--- src/rtl/serial_subtractor.sv ---
// serial_subtractor: bit-serial unsigned subtractor, diff = (a - b - bin) mod 2^WIDTH, LSB first.
// Latency: start accepted at edge E0, bits at E1..E_WIDTH, done pulses in the cycle after E_WIDTH.
// Backpressure: none; start is honoured only in IDLE, ignored (not queued) while busy or done.
//
// Ports:
//   clk, rst_n       rising-edge clock, asynchronous active-low reset
//   start            operation request, sampled only in IDLE
//   a, b, bin        minuend, subtrahend, borrow-in; captured on the accepting edge
//   busy             high while bits are being processed (RUN)
//   done             one-cycle pulse when diff/bout carry a new result
//   diff, bout       registered result and final borrow; hold until the next completion
module serial_subtractor #(
  parameter int WIDTH = 8
) (
  input  logic             clk,
  input  logic             rst_n,
  input  logic             start,
  input  logic [WIDTH-1:0] a,
  input  logic [WIDTH-1:0] b,
  input  logic             bin,
  output logic             busy,
  output logic             done,
  output logic [WIDTH-1:0] diff,
  output logic             bout
);

  localparam int CW = (WIDTH > 1) ? $clog2(WIDTH) : 1;
  localparam logic [CW-1:0] LAST = CW'(WIDTH - 1);

  typedef enum logic [1:0] {
    IDLE = 2'd0,
    RUN  = 2'd1,
    DONE = 2'd2
  } state_e;

  state_e           state_q, state_d;
  logic [WIDTH-1:0] sa_q, sa_d;
  logic [WIDTH-1:0] sb_q, sb_d;
  // Partial result holds only the WIDTH-1 bits already produced; the last bit
  // is joined to it directly on the completing edge.
  logic [WIDTH-2:0] sr_q, sr_d;
  logic             br_q, br_d;
  logic [CW-1:0]    cnt_q, cnt_d;
  logic [WIDTH-1:0] diff_q, diff_d;
  logic             bout_q, bout_d;

  logic             d_bit;
  logic             br_next;
  logic [WIDTH-1:0] res_shift;

  // Full-subtractor on the current LSBs and the registered borrow.
  assign d_bit     = sa_q[0] ^ sb_q[0] ^ br_q;
  assign br_next   = (~sa_q[0] & sb_q[0]) | (~sa_q[0] & br_q) | (sb_q[0] & br_q);
  assign res_shift = {d_bit, sr_q};

  always_comb begin
    state_d = state_q;
    sa_d    = sa_q;
    sb_d    = sb_q;
    sr_d    = sr_q;
    br_d    = br_q;
    cnt_d   = cnt_q;
    diff_d  = diff_q;
    bout_d  = bout_q;

    unique case (state_q)
      IDLE: begin
        if (start) begin
          sa_d    = a;
          sb_d    = b;
          br_d    = bin;
          cnt_d   = '0;
          state_d = RUN;
        end
      end
      RUN: begin
        sa_d = sa_q >> 1;
        sb_d = sb_q >> 1;
        br_d = br_next;
        sr_d = res_shift[WIDTH-1:1];
        if (cnt_q == LAST) begin
          // Publish only complete results; counter parks at zero rather than wrapping.
          diff_d  = res_shift;
          bout_d  = br_next;
          cnt_d   = '0;
          state_d = DONE;
        end else begin
          cnt_d = cnt_q + CW'(1);
        end
      end
      DONE: begin
        state_d = IDLE;
      end
      default: begin
        state_d = IDLE;
      end
    endcase
  end

  always_ff @(posedge clk or negedge rst_n) begin
    if (!rst_n) begin
      state_q <= IDLE;
      sa_q    <= '0;
      sb_q    <= '0;
      sr_q    <= '0;
      br_q    <= 1'b0;
      cnt_q   <= '0;
      diff_q  <= '0;
      bout_q  <= 1'b0;
    end else begin
      state_q <= state_d;
      sa_q    <= sa_d;
      sb_q    <= sb_d;
      sr_q    <= sr_d;
      br_q    <= br_d;
      cnt_q   <= cnt_d;
      diff_q  <= diff_d;
      bout_q  <= bout_d;
    end
  end

  assign busy = (state_q == RUN);
  assign done = (state_q == DONE);
  assign diff = diff_q;
  assign bout = bout_q;

endmodule

--- config.mk ---
export PLATFORM = sky130hd
export DESIGN_NAME = serial_subtractor
export DESIGN_NICKNAME = d
export VERILOG_FILES = /design/src/rtl/serial_subtractor.sv
export SDC_FILE = /design/constraint.sdc
export NUM_CORES = 1
export LEC_CHECK = 0
export ABC_AREA = 1
export CORE_MARGIN = 3
export CORE_UTILIZATION = 30
export DETAILED_ROUTE_END_ITERATION = 10
export PLACE_DENSITY_LB_ADDON = 0.05
export SLEW_MARGIN = 20
export SYNTH_ARGS = -nofsm -noshare
export SYNTH_HDL_FRONTEND = slang
export SYNTH_SLANG_ARGS = --single-unit
export TNS_END_PERCENT = 20
--- constraint.sdc ---
create_clock -name clk -period 3.06 [get_ports clk]
set_clock_uncertainty 0.1 [all_clocks]
set_input_delay 0.612 -clock clk [delete_from_list [all_inputs] [get_ports clk]]
set_output_delay 0.612 -clock clk [all_outputs]
set_load 0.01 [all_outputs]
==> key figures <==
Finish
  • Layout cell share with drive strength beyond 1: 0.0870
  • Fillcell total: 604
  • ANT cells: 0
  • Area Overhead vs Synth: 21.6%
  • Final #Nets: 276

Drt
  • Antenna Violating Nets Remaining: 0
  • Wire per inst: 11.1 um
  • Starting DRT DRC Count: 71
  • Post-Route WL: 3600 um
  • Number of iterations in the first detailed-routing pass: 6
  • Drt drc: 0
  • Vias per std cell: 4.24
  • Vias: 1,378

Die
  • Die area: 0.00711 mm^2
  • Row count: 27
  • Initial Utilization: 0.322
  • Die width: 84.3 um
  • Placeable Area: 0.00571 mm^2
  • Io pins: 31
  • Die Ht: 84.3 um

Synth
  • Top cell type's share of synthesized area: 0.517
  • Synth Area in Adders: 0.0245
  • Top area cells in the synthesized netlist: dfrtp_1 (52%), nand2_1 (15%), nand3_1 (8.4%)
  • Post-Synth Simple-Gate Area: 0.259
  • Post-synthesis compound-gate area fraction: 0.0700
  • Post-Syn Instances: 225
  • Post-synthesis mux area share: 0
  • Register area share after synthesis: 0.517
  • Synthesized area: 0.00184 mm^2
  • Post-synth top area cell: dfrtp_1
  • Synth Register Bits: 38
  • Post-Synth XOR/XNOR Area: 0
  • Warnings from Yosys: 0
  • Avg Synthesized Cell Area: 8.18 um^2
  • Largest family of logic cells by synthesized area: simple AND/OR/NAND/NOR gates
  • Yosys cell types: 17
  • Synthesized netlist net count: 248

Pwr
  • Power per cell area: 935 mW/mm^2
  • LEAKAGE: 1.18 nW
  • Peak supply drop: 0.000436 V

GRT
  • Gr usage total: 0.108
  • Global route total overflow: 0
  • Largest net degree at the start of global routing: 39
  • First-pass GRT wire length: 6320 um
  • Vias in the first global route: 1,370
  • Initial antenna violation count: 0

Setup path
  • Crit path DAT: 1.84 ns
  • Crit Path Class: register to output port
  • Worst-path fanout max: 19
  • Required @ worst endpoint: 2.35 ns
  • CP Launch Type: register
  • Crit end category: output port

Job
  • Max-cap violations: 0

Clock network
  • CTS sink cnt: 38
  • TritonCTS clock tree: built
  • Reg clk slew, reported paths: 0.07 ns
  • Setup bufs post-CTS: 0
  • Root Driver: clkbuf_8
  • CTS H-Tree Depth: 2
  • Hold-fix buffers, CTS: 0
  • CTS Buffer Depth: 2
  • Num CTS Buffers: 5
  • Resize count post-CTS: 0
  • Worst skew pair latency: 0.28 ns

STA
  • Final setup TNS: 0 ns
  • Max Clk Rate: 391 MHz
  • Max Transition Viols Final: 0
  • Setup Viol. Count Final: 0
  • Min Hold Slack: 0.330 ns
  • Final Hold Vio Count: 0
  • RSZ-0062 raised after global routing: no
  • Slew headroom: 0.428
  • Worst-Margin Slew: 0.858 ns
  • Period minus WS final: 2.56 ns
  • Fin crit share: 0.835

Min path
  • Worst hold path class: primary input to asynchronous set/reset pin

Outcome
  • Outcome: completed

Place
  • GPL Wtd Cong: 0.742
  • Port Buffers: 30
  • Final HPWL DP: 2420 um
[cell families (layout without fill, tap and decap cells)]
logic type,Yosys count,count (layout)
flops,38,38
simple gates,112,112
fa+ha+maj,3,3
buf+inv,53,81
compound gates,19,19
[worst max-delay path, cell delays in order (launching register included)]
cell             delay (ns)
dfrtp_1                0.76
inv_4                  0.07
nor2_4                 0.17
clkdlybuf4s50_1        0.56
[worst paths after layout]
check / start / to / slack (ns) / depth (start not counted)
setup / recovery: state_q[0]$_DFFE_PN0P_ / busy / 0.50 / 3
hold / removal: rst_n / diff[5]$_DFFE_PN0P_ / 0.33 / 1
setup reg to reg: state_q[0]$_DFFE_PN0P_ / sa_q[0]$_DFFE_PN0P_ / 1.07 / 4
hold reg to reg: cnt_q[1]$_DFFE_PN0P_ / cnt_q[1]$_DFFE_PN0P_ / 0.38 / 2
max in group asynchronous: rst_n / br_q$_DFFE_PN0P_ / 1.98 / 1
min in group clk: cnt_q[1]$_DFFE_PN0P_ / cnt_q[1]$_DFFE_PN0P_ / 0.38 / 2
[cell usage in the layout (no fill, tap or decap)]
cell type	count
nand2_2	1
nand2_4	1
nand2_1	76
inv_2	1
nor2_1	2
o21ai_0	10
nand3_1	31
dfrtp_1	38
clkdlybuf4s50_1	29
inv_1	40
ha_1	2
clkbuf_1	2
buf_2	1
buf_4	2
fa_1	1
nor2_4	1
clkbuf_8	5
inv_4	1
o21ai_2	9
[flip-flops by register name, indices dropped and copies added (netlist names)]
register  flops
br_q          1
sa_q          8
diff          8
state_q       2
sb_q          8
cnt_q         3
sr_q          7
bout          1
[metrics by stage]
step           setup WS [ns]  cells  total power [mW]   util  area, um^2
3_5_place_dp           0.791    318              1.80  0.379        2160
3_3_place_gp           0.795    318              1.80  0.379        2160
4_1_cts                0.468    325              2.14  0.392        2240
2_1_floorplan           1.47    225              1.54      -        1840
6_report               0.504    325              2.09  0.392        2240
5_1_grt                0.375    325              2.32  0.392        2240
[synth_stat cells (all sizes together)]
cell type and number:
clkbuf 1, nand2 78, fa 1, nand3 31, ha 2, dfrtp 38, nor2 3, inv 42
buf 10, o21ai 19
[per-layer routing]
layer | global-route usage | up-vias | wire [um]
li1 | - | 732 | -
met1 | 0.144 | 626 | 1790
met5 | 0 | - | 0
met3 | 0.0373 | 2 | 165
met4 | 0.0307 | 0 | 25
met2 | 0.167 | 18 | 1620
[final cells by class]
type                            count  area (um^2)  share of cell area
Multi-Input combinational cell    134          651               0.291
Tap cell                           72         90.1              0.0402
Sequential cell                    38          951               0.425
Timing Repair Buffer               32          310               0.139
Clock buffer                        7         76.3              0.0341
Inverter                           42          160              0.0715
[report_power, final]
group          total (mW)  internal (mW)  switching [mW]
clock network       0.318          0.157           0.161
logic               0.892          0.392           0.501
registers           0.883          0.735           0.148
Note: power is estimated with default switching activity, not from simulation.
